File: src/rtl/alu_dispatch_pkg.sv
// rtl/alu_dispatch_pkg.sv - shared types and defaults for the ALU op dispatcher
package alu_dispatch_pkg;

  // Dispatcher control states
  typedef enum logic [1:0] {
    IDLE   = 2'd0,
    ACTIVE = 2'd1,
    DONE   = 2'd2
  } state_t;

  localparam int SEL_W_DEF = 2;
  localparam int CNT_W_DEF = 4;

endpackage

File: src/rtl/onehot_decoder.sv
// rtl/onehot_decoder.sv - combinational select-to-one-hot decoder with enable
module onehot_decoder #(
  parameter int SEL_W = 2
) (
  input  logic [SEL_W-1:0]      sel,
  input  logic                  en,
  output logic [(2**SEL_W)-1:0] y
);

  // Drive exactly one line when enabled, none otherwise
  always_comb begin
    y = '0;
    if (en) y[sel] = 1'b1;
  end

endmodule

File: src/rtl/alu_op_dispatcher.sv
// rtl/alu_op_dispatcher.sv - registered one-hot ALU block enable with programmable hold
module alu_op_dispatcher
  import alu_dispatch_pkg::*;
#(
  parameter int  SEL_W   = SEL_W_DEF,
  parameter int  CNT_W   = CNT_W_DEF,
  localparam int NUM_OPS = 2**SEL_W
) (
  input  logic               clk,
  input  logic               rst_n,
  input  logic [SEL_W-1:0]   sel,
  input  logic               enable,
  output logic               cmd_ready,
  input  logic [CNT_W-1:0]   op_len,
  input  logic               abort,
  output logic [NUM_OPS-1:0] y,
  output logic               busy,
  output logic               done
);

  state_t             state, state_nxt;
  logic [CNT_W-1:0]   cnt, cnt_nxt;
  logic [SEL_W-1:0]   sel_q, sel_nxt;
  logic [NUM_OPS-1:0] y_q, y_nxt;
  logic               done_q, done_nxt;

  // The y register is always loaded from the decoder, so it can never be
  // multi-hot. In IDLE the decoder looks at the incoming command; while
  // ACTIVE it re-decodes the latched select to hold the enable line.
  logic [SEL_W-1:0]   dec_sel;
  logic               dec_en;

  onehot_decoder #(.SEL_W(SEL_W)) u_dec (
    .sel (dec_sel),
    .en  (dec_en),
    .y   (y_nxt)
  );

  // Next-state, counter and decoder control
  always_comb begin
    state_nxt = state;
    cnt_nxt   = cnt;
    sel_nxt   = sel_q;
    done_nxt  = 1'b0;
    dec_sel   = sel_q;
    dec_en    = 1'b0;
    case (state)
      IDLE: begin
        dec_sel = sel;
        dec_en  = enable;
        if (enable) begin
          sel_nxt   = sel;
          cnt_nxt   = (op_len == '0) ? CNT_W'(1) : op_len;
          state_nxt = ACTIVE;
        end
      end
      ACTIVE: begin
        if (abort) begin
          state_nxt = IDLE;
        end else if (cnt == CNT_W'(1)) begin
          done_nxt  = 1'b1;
          state_nxt = DONE;
        end else begin
          dec_en  = 1'b1;
          cnt_nxt = cnt - CNT_W'(1);
        end
      end
      DONE: begin
        state_nxt = IDLE;
      end
      default: begin
        state_nxt = IDLE;
      end
    endcase
  end

  // State and output registers, cleared asynchronously
  always_ff @(posedge clk or negedge rst_n) begin
    if (!rst_n) begin
      state  <= IDLE;
      cnt    <= '0;
      sel_q  <= '0;
      y_q    <= '0;
      done_q <= 1'b0;
    end else begin
      state  <= state_nxt;
      cnt    <= cnt_nxt;
      sel_q  <= sel_nxt;
      y_q    <= y_nxt;
      done_q <= done_nxt;
    end
  end

  assign cmd_ready = (state == IDLE);
  assign busy      = (state != IDLE);
  assign y         = y_q;
  assign done      = done_q;

endmodule
File: config.mk
export PLATFORM = sky130hd
export DESIGN_NAME = alu_op_dispatcher
export DESIGN_NICKNAME = d
export VERILOG_FILES = /design/src/rtl/alu_dispatch_pkg.sv /design/src/rtl/onehot_decoder.sv /design/src/rtl/alu_op_dispatcher.sv
export SDC_FILE = /design/constraint.sdc
export NUM_CORES = 1
export LEC_CHECK = 0
export CAP_MARGIN = 20
export CORE_MARGIN = 5
export CORE_UTILIZATION = 40
export CTS_CLUSTER_DIAMETER = 50
export DETAILED_ROUTE_END_ITERATION = 12
export MAX_ROUTING_LAYER = met4
export PLACE_DENSITY = 0.71
export SLEW_MARGIN = 30
export SYNTH_ARGS = -nofsm -noshare
export SYNTH_HDL_FRONTEND = slang
export SYNTH_HIERARCHICAL = 1
export SYNTH_SLANG_ARGS = --single-unit
File: constraint.sdc
create_clock -name clk -period 1.9 [get_ports clk]
set_input_delay 0.38 -clock clk [delete_from_list [all_inputs] [get_ports clk]]
set_output_delay 0.38 -clock clk [all_outputs]
set_load 0.02 [all_outputs]
==> load_flow_metrics.sql <==
INSERT INTO impl_metrics (metric_group, metric, value, unit) VALUES
('yosys', 'post_synth_most_frequent_cells', 'sky130_fd_sc_hd__dfrtp_1 (13), sky130_fd_sc_hd__a21oi_1 (6), sky130_fd_sc_hd__mux2_2 (4), sky130_fd_sc_hd__nor2_1 (4), sky130_fd_sc_hd__inv_1 (3)', ''),
('yosys', 'yosys-top-cells-area', 'sky130_fd_sc_hd__dfrtp_1 (50%), sky130_fd_sc_hd__mux2_2 (7.0%), sky130_fd_sc_hd__a21oi_1 (4.6%)', ''),
('power', 'sum_of_internal_switching_and_leakage_power', '0.00104', 'W'),
('worst_hold_path', 'hold_class', 'primary input to async pin', ''),
('yosys', 'simple_gate_fraction_of_synth_area', '20.3', '%'),
('sta', 'fmax', '0.601', 'GHz'),
('critical_path', 'critical_path_required', '2080', 'ps'),
('detailed_routing', 'detail_route.first_pass.iterations', '4', ''),
('detailed_routing', 'wire_per_inst', '14.2', 'um'),
('sta', 'grt_setup_unrepaired', 'false', ''),
('sta', 'timing_hold_violations_final', '0', ''),
('sta', 'layout_worst_path_cycle_share', '87.6', '%'),
('sta', 'tightest_slew_margin_relative_to_the_limit', '59.6', '%'),
('power', 'irDropWorstVdd', '614', 'uV'),
('status', 'outcome', 'completed', ''),
('detailed_routing', 'route.antenna.remaining_nets', '0', ''),
('finish', 'final_nets', '89', ''),
('sta', 'report.final.setup_viol', '0', ''),
('sta', 'holdWs', '469', 'ps'),
('power', 'powerDensity', '1210', 'nW/um^2'),
('clocking', 'clk_latency', '280', 'ps'),
('clocking', 'cts_hold_buf', '0', ''),
('yosys', 'postSynth.topFlopCell', 'sky130_fd_sc_hd__dfrtp_1', ''),
('clocking', 'cts.clk_slew.worst_paths', '90', 'ps'),
('sta', 'slew_of_the_pin_with_the_lowest_slew_margin', '605', 'ps'),
('clocking', 'clockBufferDepth', '2', ''),
('yosys', 'synth_top_area_share', '50.3', '%'),
('critical_path', 'cp_max_fo', '11', ''),
('yosys', 'post_synth_fa_ha_maj_area_fraction', '3.87', '%'),
('yosys', 'yosys.area.top_type', 'sky130_fd_sc_hd__dfrtp_1', ''),
('die', 'floorplan_row_count', '14', ''),
('yosys', 'syn_nets', '69', ''),
('finish', 'final_layout_size_suffix_gt1_share', '18.4', '%'),
('detailed_routing', 'remaining_drc_errors', '0', ''),
('grt', 'initial_antenna_violation_count', '0', ''),
('critical_path', 'crit_path_end_kind', 'register', ''),
('yosys', 'avgSynthCellArea', '11.3', 'um^2'),
('power', 'cellLeakagePower', '0.385', 'nW'),
('die', 'design.core.area', '1520', 'um^2'),
('finish', 'num_antenna_cells', '0', ''),
('detailed_routing', 'totalWireLength', '1.31', 'mm'),
('yosys', 'synth-compound-area-share', '15.3', '%'),
('yosys', 'synth_top_family_by_area', 'simple AND/OR/NAND/NOR gates', ''),
('yosys', 'fraction_of_synthesized_area_in_multiplexers', '6.96', '%'),
('yosys', 'async_flop_share', '100', '%'),
('detailed_routing', 'total_number_of_vias', '492', ''),
('yosys', 'synthesized_instance_count', '57', ''),
('clocking', 'root_buffer', 'sky130_fd_sc_hd__clkbuf_4', ''),
('grt', 'track_usage', '12.2', '%'),
('die', 'fp.dieW', '50.2', 'um'),
('yosys', 'ys_seq_area_share', '50.3', '%'),
('clocking', 'tritoncts', 'done', ''),
('die', 'boundaryPins', '17', ''),
('detailed_routing', 'drt-initial-drc-count', '9', ''),
('detailed_routing', 'vias_per_cell', '5.35', ''),
('clocking', 'numClockSinks', '13', ''),
('sta', 'timing.final.max_slew_violations', '0', ''),
('finish', 'post_synthesis_to_final_layout_area_growth', '32.9', '%'),
('yosys', 'mappedNetlistArea', '647', 'um^2'),
('die', 'design.die.area', '2520', 'um^2'),
('placed_design', 'gpl.final_weighted_congestion', '0.734', ''),
('clocking', 'cts-htree-levels', '1', ''),
('yosys', 'synth.ff_latch_count', '13', ''),
('grt', 'gr-total-overflow', '0', ''),
('placed_design', 'place_worst_setup_slack', '48.2', 'ps'),
('yosys', 'synthXorXnorAreaFrac', '0', '%'),
('die', 'chipHeight', '50.2', 'um'),
('yosys', 'count_of_distinct_cell_types_in_the_synthesized_netlist', '25', ''),
('flow_run', 'timing.max_cap.violations', '0', ''),
('grt', 'wire_length_of_the_first_global_routing_pass', '2.36', 'mm'),
('sta', 'setup_ws', '236', 'ps');
==> registers in the layout, summed over array words and instances, names as in the netlist <==
signal  cells
y           4
sel_q       2
done        1
cnt         4
state       2
==> critical path, cell delays in order, from the launching register on <==
cell and delay [ps]:
sky130_fd_sc_hd__dfrtp_1 440, sky130_fd_sc_hd__ha_1 210, sky130_fd_sc_hd__nor3b_2 190, sky130_fd_sc_hd__o31ai_4 450
sky130_fd_sc_hd__o211ai_2 150, sky130_fd_sc_hd__o21a_1 120
==> worst paths after layout <==
check | startpoint | to | cells past startpoint
max | cnt[0]$_DFFE_PN0P_ | cnt[0]$_DFFE_PN0P_ | 5
min | rst_n | done$_DFF_PN0_ | 1
max reg2reg | cnt[0]$_DFFE_PN0P_ | cnt[0]$_DFFE_PN0P_ | 5
min reg2reg | sel_q[0]$_DFFE_PN0P_ | sel_q[0]$_DFFE_PN0P_ | 1
max in group asynchronous | rst_n | y[3]$_DFF_PN0_ | 1
min in group clk | sel_q[0]$_DFFE_PN0P_ | sel_q[0]$_DFFE_PN0P_ | 1
==> cell usage in the layout, fill, tap and decap left out, drive strengths merged <==
master / instances
clkdlybuf4s50: 14
dfrtp: 13
a21oi: 6
mux2: 4
nor2: 4
clkbuf: 4
nor3b: 4
inv: 3
nand2b: 2
nand2: 2
ha: 2
and3b: 2
o31ai: 2
or3b: 1
nor2b: 1
nand3: 1
o21ai: 1
nor3: 1
o32ai: 1
o211ai: 1
o21a: 1
or3: 1
o22ai: 1
dlymetal6s2s: 1
dlygate4sd2: 1
buf: 1
and3: 1
==> kinds of logic (layout without fill, tap and decap cells) <==
group / count (synthesis) / after routing
buf+inv: 5 / 24
fa+ha+maj: 2 / 2
flops: 13 / 13
compound gates: 13 / 13
simple gates: 20 / 20
mux: 4 / 4
==> layout make-up <==
cell class,count,area (um^2)
Fill cell,129,664
Sequential cell,13,325
Multi-Input combinational cell,39,308
Timing Repair Buffer,17,169
Clock buffer,4,26.3
Tap cell,16,20.0
Inverter,3,11.3
==> power breakdown <==
| part | internal [W] | switching (W) | total [W] |
|---|---|---|---|
| sequential | 0.000360 | 0.0000655 | 0.000426 |
| combinational | 0.000212 | 0.000229 | 0.000441 |
| clock | 0.0000815 | 0.0000944 | 0.000176 |
| total | 0.000654 | 0.000389 | 0.00104 |
==> through the flow <==
step / utilization [%] / cell area (um^2) / cells
after floorplan: - / 647 / 57
after global placement: 54.1 / 825 / 88
after detailed placement: 54.1 / 825 / 88
after CTS: 55.9 / 852 / 92
after global routing: 56.4 / 860 / 92
final: 56.4 / 860 / 92
==> timing repair <==
action | in CTS | in global routing
pin swaps | 0 | 0
buffers inserted | 0 | 0
gates resized for setup | 2 | 2
setup endpoints to repair | 2 | 1
==> layer usage <==
| layer | vias up | track usage (%) | wire length [um] |
|---|---|---|---|
| li1 | 241 | - | - |
| met1 | 230 | 13.9 | 593 |
| met2 | 17 | 19.0 | 577 |
| met3 | 4 | 2.96 | 97 |
| met4 | 0 | 7.86 | 40 |
| met5 | - | - | 0 |
Note: power is estimated with default switching activity, not from simulation.
